--- config.mk ---
export PLATFORM = sky130hd
export DESIGN_NAME = sernor_shifter
export DESIGN_NICKNAME = d
export VERILOG_FILES = /design/src/rtl/sernor_shifter.sv
export SDC_FILE = /design/constraint.sdc
export NUM_CORES = 1
export LEC_CHECK = 0
export CORE_AREA = 2 2 177 179
export DETAILED_ROUTE_END_ITERATION = 12
export DIE_AREA = 0 0 179 181
export GPL_TIMING_DRIVEN = 0
export SYNTH_ARGS = -nofsm -noshare
export SYNTH_HDL_FRONTEND = slang
export SYNTH_SLANG_ARGS = --single-unit
export TNS_END_PERCENT = 5
--- constraint.sdc ---
create_clock -name i_clk -period 5.6 [get_ports i_clk]
set_input_delay 0.56 -clock i_clk [delete_from_list [all_inputs] [get_ports i_clk]]
set_output_delay 0.56 -clock i_clk [all_outputs]
set_load 0.02 [all_outputs]
--- src/rtl/sernor_shifter.sv ---
// Serial NOR flash burst shifter: 1/2/4/8 lanes, up to MAX_BYTES bytes per trigger.
// Optional build macro SERNOR_LATE_SAMPLE_EN moves spi_din sampling to the falling SCLK edge.
module sernor_shifter #(
  parameter int unsigned MAX_BYTES = 4,
  parameter int unsigned CLK_DIV   = 1,
  parameter bit          CPOL      = 1'b1
) (
  input  logic                   i_clk,
  input  logic                   i_rst,
  input  logic                   i_trig,
  output logic                   o_busy,
  output logic                   o_done,
  input  logic                   i_dir,
  input  logic [1:0]             i_wid,
  input  logic [3:0]             i_nbytes,
  input  logic [8*MAX_BYTES-1:0] i_tx_data,
  output logic [8*MAX_BYTES-1:0] o_rx_data,
  output logic                   o_spi_sclk,
  output logic                   o_spi_oe,
  output logic [7:0]             o_spi_dout,
  input  logic [7:0]             i_spi_din
);

  localparam int unsigned NBITS = 8 * MAX_BYTES;

  typedef enum logic [1:0] {StIdle, StLow, StHigh, StFin} state_e;

  state_e           r_state;
  logic [7:0]       r_div;
  logic [6:0]       r_pulses;
  logic             r_dir;
  logic [1:0]       r_wid;
  logic [3:0]       r_nb;
  logic [NBITS-1:0] r_tx;
  logic [NBITS-1:0] r_rxsh;
  logic [NBITS-1:0] r_rx_data;
  logic             r_busy;
  logic             r_done;
  logic             r_sclk;
  logic             r_oe;
  logic [7:0]       r_dout;

  logic [3:0]       w_nb;
  logic [6:0]       w_pulses;
  logic [3:0]       w_lanes_in;
  logic [3:0]       w_lanes;
  logic [NBITS-1:0] w_stream;
  logic [7:0]       w_stream_top;
  logic [7:0]       w_tx_top;
  logic [7:0]       w_rx_mask;
  logic [NBITS-1:0] w_rx_shift;
  logic [NBITS-1:0] w_rx_final;
  logic [NBITS-1:0] w_rx_map;
  logic             w_div_end;

  // The transmit stream keeps byte0 at the top so every pulse simply takes the top lanes bits.
  always_comb begin
    w_nb         = (i_nbytes > 4'(MAX_BYTES)) ? 4'(MAX_BYTES) : i_nbytes;
    w_pulses     = ({3'b000, w_nb} << 3) >> i_wid;
    w_lanes_in   = 4'd1 << i_wid;
    w_lanes      = 4'd1 << r_wid;
    w_stream     = '0;
    for (int i = 0; i < int'(MAX_BYTES); i++) begin
      w_stream[NBITS-1-8*i -: 8] = i_tx_data[8*i +: 8];
    end
    w_stream_top = w_stream[NBITS-1 -: 8] >> (4'd8 - w_lanes_in);
    w_tx_top     = r_tx[NBITS-1 -: 8] >> (4'd8 - w_lanes);
    w_rx_mask    = 8'((9'd1 << w_lanes) - 9'd1);
    w_rx_shift   = r_rxsh << w_lanes;
    w_rx_shift[7:0] = w_rx_shift[7:0] | (i_spi_din & w_rx_mask);
    w_div_end    = (r_div == 8'(CLK_DIV - 1));
`ifdef SERNOR_LATE_SAMPLE_EN
    // Last sample lands on the same edge that enters FIN.
    w_rx_final   = w_rx_shift;
`else
    w_rx_final   = r_rxsh;
`endif
    // First received byte sits highest among the nb collected bytes.
    w_rx_map     = '0;
    for (int i = 0; i < int'(MAX_BYTES); i++) begin
      if (i < int'(r_nb)) begin
        w_rx_map[8*i +: 8] = w_rx_final[8*(int'(r_nb)-1-i) +: 8];
      end
    end
  end

  always_ff @(posedge i_clk or posedge i_rst) begin
    if (i_rst) begin
      r_state   <= StIdle;
      r_div     <= '0;
      r_pulses  <= '0;
      r_dir     <= 1'b0;
      r_wid     <= '0;
      r_nb      <= '0;
      r_tx      <= '0;
      r_rxsh    <= '0;
      r_rx_data <= '0;
      r_busy    <= 1'b0;
      r_done    <= 1'b0;
      r_sclk    <= CPOL;
      r_oe      <= 1'b0;
      r_dout    <= '0;
    end else begin
      r_done <= 1'b0;
      unique case (r_state)
        StIdle: begin
          if (i_trig) begin
            r_dir  <= i_dir;
            r_wid  <= i_wid;
            r_nb   <= w_nb;
            r_busy <= 1'b1;
            r_oe   <= i_dir;
            r_div  <= '0;
            r_rxsh <= '0;
            if (w_nb == 4'd0) begin
              r_state <= StFin;
              r_done  <= 1'b1;
            end else begin
              r_state  <= StLow;
              r_sclk   <= 1'b0;
              r_pulses <= w_pulses;
              r_dout   <= w_stream_top;
              r_tx     <= w_stream << w_lanes_in;
            end
          end
        end
        StLow: begin
`ifndef SERNOR_LATE_SAMPLE_EN
          if (w_div_end) r_rxsh <= w_rx_shift;
`endif
          if (w_div_end) begin
            r_div    <= '0;
            r_state  <= StHigh;
            r_sclk   <= 1'b1;
            r_pulses <= r_pulses - 7'd1;
          end else begin
            r_div <= r_div + 8'd1;
          end
        end
        StHigh: begin
`ifdef SERNOR_LATE_SAMPLE_EN
          if (w_div_end) r_rxsh <= w_rx_shift;
`endif
          if (w_div_end) begin
            r_div <= '0;
            if (r_pulses != 7'd0) begin
              r_state <= StLow;
              r_sclk  <= 1'b0;
              r_dout  <= w_tx_top;
              r_tx    <= r_tx << w_lanes;
            end else begin
              r_state <= StFin;
              r_sclk  <= CPOL;
              r_done  <= 1'b1;
              r_dout  <= '0;
              if (!r_dir) r_rx_data <= w_rx_map;
            end
          end else begin
            r_div <= r_div + 8'd1;
          end
        end
        StFin: begin
          r_state <= StIdle;
          r_busy  <= 1'b0;
          r_oe    <= 1'b0;
        end
        default: r_state <= StIdle;
      endcase
    end
  end

  assign o_busy     = r_busy;
  assign o_done     = r_done;
  assign o_rx_data  = r_rx_data;
  assign o_spi_sclk = r_sclk;
  assign o_spi_oe   = r_oe;
  assign o_spi_dout = r_dout;

endmodule

* Word level (Yosys, flattened, before mapping)
Index checks and enable logic that the tools add are counted.
Cells by class: $add $sub $neg 9, magnitude comparators 5, equal/unequal tests 8, shift-type cells 13, mux-type cells 45, bitwise gates (word level) 4, reductions and logical operators 20
Operators with widths (count):
- $mux W32 | 6
- $pmux W32 S2 | 2
- $shl A32 B4 Y32 | 3
- $mux W8 | 10
- $shiftx A32 B32 Y8 | 2
- $pmux W8 S2 | 2
- $shiftx A32 B8 Y8 | 1
- $shiftx A32 B9 Y8 | 1
- $mux W7 | 3
- $shr A8 B4 Y8 | 2
- $pmux W7 S2 | 1
- $reduce_and A4 Y1 | 3
- $sub A5 B3 Y6 const B | 2
- $mux W1 | 10
- $mux W2 | 5
- $ne A2 B2 Y1 const B | 5
- $reduce_and A5 Y1 | 2
- $add A8 B1 Y8 const B | 1
- $and A8 B8 Y8 | 1
- $logic_not A8 Y1 | 1
- $lt A1 B4 Y1 const A | 2
- $lt A2 B4 Y1 const A | 2
- $or A8 B8 Y8 | 1
- $pmux W2 S4 | 1
- other kinds (23) | 35
Word-level totals: bits in registers 132, bits of input ports 50, logic and storage cells 118

* Logic depth before layout (Yosys ltp)
word-level depth 7, mapped depth 12

* Least setup slack after synthesis
Ideal clock, no wire load.
path kind register to register, start point register r_nb[0], end point register r_rx_data[0] (netlist: o_rx_data[0]), library setup time 0.122 ns, arrival time 2.752 ns, slack 2.727 ns, cell stages (with the launch flop) 10, buffers on the path 4, clock period less this slack 2.873 ns, path through dfrtp_1 clkbuf_1 clkinv_1 clkbuf_1 ha_1 clkbuf_1 clkbuf_1 mux2i_1 nand2_1 a32o_1
Between the ends: word-level cells in the longest chain between the ends 3, elaborated cells on any way between the ends 4
RTL lines:
- start, declared | RTL line 33 | logic [3:0] r_nb;
- start signal, assigned | RTL line 110 | r_nb <= w_nb;
- $sub A4 B1 Y5 | RTL line 82 | w_rx_map[8*i +: 8] = w_rx_final[8*(int'(r_nb)-1-i) +: 8];
- $shiftx A32 B8 Y8 | RTL line 82
- $mux W8 (*) | RTL line 81 | if (i < int'(r_nb)) begin
- end signal, assigned | RTL line 156 | if (!r_dir) r_rx_data <= w_rx_map;
- end, declared | RTL line 36 | logic [NBITS-1:0] r_rx_data;
Every way passes the cells marked *; elsewhere a longest branch is shown, timed or not. A chain may end at the register's enable or synchronous reset.

* Final worst setup path
start point register r_nb[0], end point register r_rx_data[11] (netlist: o_rx_data[11])
Between the ends: word-level cells in the longest chain between the ends 4, elaborated cells on any way between the ends 5
RTL lines (RTL line):
- $sub A4 B1 Y5 | 82
- $sub A5 B2 Y6 | 82
- $shiftx A32 B32 Y8 | 82
- $mux W8 (*) | 81
Marks and branches as above.

==> impl_results.md <==
- Fin crit period: roughly 3.6 ns
- RSZ-0062 raised after global routing: false
- Number of setup buffers added after CTS: 0
- First-pass GRT wire length: 58.4 mm
- CTS resizes: 0
- DPL Wire Length: 27.9 mm
- Hold bufs inserted after CTS: 0
- Pwr/cell area: roughly 590 mW/mm^2
- Wire per inst: between 20 and 25 um
- Mapped Avg Cell Area: around 9.5 sq um
- Area contributors post-synth: dfrtp_1, mux4_2, mux2i_1
- Most frequent cell after synthesis: nand2_1
- Critical Path, Cell by Cell: clkbuf_1 > clkinv_1 > clkbuf_1 > ha_1 > clkbuf_1 > clkbuf_1 > mux2i_1 > nor2_1 > a21oi_1 > o31ai_1
- FFs w/ async S/R, synth: 100%
- Clock tree buffer depth: 2
- Final Cycle Share: between 60% and 70%
- Max transition margin: ~35%
- Worst skew pair latency: between 0.4 and 0.5 ns
- Final Skew: 0.0128 ns
- MaxCap Viol Count: 0
- CP Class: flop to flop
- DRT Pass-1 Iters: 6
- Buf/Inv on CP: 5
- Max FO, Critical Path: 10
- WP data required: between 5 and 6 ns
- Number of flops mapped to enable cells by yosys: 0
- Synthesized area: roughly 0.011 sq mm
- Core Box Area: approximately 0.03 sq mm
- Largest stage delay on the critical path: 0.54 ns
- Static Leak: roughly 4.9 nW
- Synth Warn #: 1
- Top FF cell, synth: dfrtp_1
- Layout cells sized above 1: between 10 and 15%
- Hold Path Class: flop to flop
- Power, Total: 0.00741 W
- Setup crit start kind: flop
- RePlAce Congestion: ~1
- N_diodes: 0
- Post-route setup slack: roughly 2 ns
- Synth cell types: 70
- Die H: between 150 and 200 um
- Utilization after layout: approximately two fifths
- Final ANT Viol Nets: 0
- CTS tree: built
- Cell family with most CP delay: buffers and inverters
- R2R setup slack: approximately 2 ns
- Top post-synthesis cells by count: nand2_1, dfrtp_1, mux2i_1
- Vias/cell: roughly 6
- Remaining global-route overflow: 0
- Pre-CTS setup slack: around 2.0 ns
- Slew Limit Fails: 0
- Layout area overhead: 19.3%
- VDD IR max: 336 uV
- Initial antenna violation count: 0
- Final nets: around 1,300
- Part of the Yosys area used for sequential elements: 31.2%
- Clock-pin slew on the worst setup and hold paths: approximately 0.06 ns
- Die width: approximately 180 um
- DRT Wirelength: approximately 37 mm
- Crit end category: flop
- Cells after Synth: between 1,000 and 1,500
- Initial Util: roughly a third
- Vias after detailed routing: roughly 10,000
- Slowest cell on the critical path: clkbuf_1
- Synthesis-stage register bit count: ~130
- Final hold viol count: 0
- Outcome: finished clean
- Largest net degree at the start of global routing: 78
- # H-tree levels: 4
- Port Buffers: just over 90
- Post-synth top area share: 31.0%
- CTS sink count: about 130
- Maximum clock rate: 277 MHz
- Residual DRC count: 0
- Overall Global Routing Usage: between 20% and 30%
- Initial DRC count: 995
- IO Count: 94
- Vias in the first global route: a little under 10,000
- Total CTS buffers: 17
- Worst Max-Slew Pin Slew: between 0.9 and 1 ns
- Root buf cell: clkbuf_16
- Arrival @ worst endpoint: slightly below 4 ns
- Mapped Nets: approximately 1,200
- Cell Rows: 64
- Area of the die: 0.0324 sq mm
- Synth area leader: dfrtp_1
- WHS: roughly 0.48 ns
- Final setup violating endpoints: 0
- Crit path top cell by count: clkbuf_1
## report_power, final
part / internal (W) / switching [W]
clock network: 0.000713 / 0.000467
logic: 0.00179 / 0.00269
registers: 0.00125 / 0.000488
## worst paths after layout
kind / start / endpoint / depth (start not counted)
max in group asynchronous: i_rst / r_tx[12] / 3
hold / removal: o_rx_data[27] / o_rx_data[27] / 2
min in group asynchronous: i_rst / o_rx_data[15] / 2
hold reg to reg: o_rx_data[27] / o_rx_data[27] / 2
setup / recovery: r_nb[0] / o_rx_data[11] / 10
setup reg to reg: r_nb[0] / o_rx_data[11] / 10
## through the flow
| stage | TNS (ns) | area, sq um | instances |
|---|---|---|---|
| after detailed placement | 0 | 12000 | 1605 |
| final | 0 | 12600 | 1637 |
| after CTS | 0 | 12600 | 1637 |
| after global placement | -79.27 | 12000 | 1604 |
| after global routing | 0 | 12600 | 1637 |
| after floorplan | 0 | 10600 | 1117 |
## cell usage in the layout (no fill, tap or decap), types with 21 or more instances in the layout
master,instances
o221ai_1,22
o21ai_0,54
inv_1,28
clkbuf_1,61
mux2_2,44
a21oi_1,65
ha_1,21
nand2_1,148
mux4_2,62
nor2_1,82
o22ai_1,22
dfrtp_1,131
mux2i_1,116
clkdlybuf4s50_1,91
## flip-flops by register name (all words and copies together), names as in the netlist
name / count
o_rx_data: 32
o_busy: 1
r_state: 2
o_spi_dout: 8
r_dir: 1
r_div: 8
r_tx: 32
o_spi_sclk: 1
r_rxsh: 32
o_done: 1
o_spi_oe: 1
r_pulses: 7
r_nb: 4
r_wid: 2
## cells by family after synthesis
| logic type | after synthesis | synth area share (%) |
|---|---|---|
| buffers and inverters | 124 | 4.80 |
| xor gates and xnor gates | 7 | 0.579 |
| muxes | 222 | 28.8 |
| AOI/OAI and AO/OA | 293 | 18.5 |
| adders and majority gates | 21 | 2.48 |
| and+or+nand+nor | 318 | 13.6 |
| DFF | 132 | 31.2 |
## worst reg2reg max path, stage by stage, from the launching register on
cell and delay (ns):
dfrtp_1 0.40, clkbuf_1 0.35, clkinv_1 0.36, clkbuf_1 0.33, ha_1 0.35, clkbuf_1 0.35
clkbuf_1 0.54, mux2i_1 0.34, nor2_1 0.06, a21oi_1 0.28, o31ai_1 0.10
## area by class of cell
| type | instances | area (sq um) |
|---|---|---|
| fillers | 2958 | 17700 |
| inverters | 33 | 129 |
| clock buffers | 20 | 447 |
| clock inverters | 12 | 154 |
| flip-flops and latches | 132 | 3300 |
| repair buffers | 92 | 938 |
| plain buffers | 91 | 384 |
| well taps | 396 | 495 |
| multi-input cells | 861 | 6770 |
## metal layers
layer / vias to the layer above / GRT usage [%] / wire [um]
li1: 4429 / - / -
met1: 4911 / 32.3 / 16200
met2: 531 / 36.1 / 17000
met3: 88 / 4.61 / 2740
met4: 0 / 8.98 / 1290
met5: - / 0 / 0
Power figures use the tool's default switching activity.
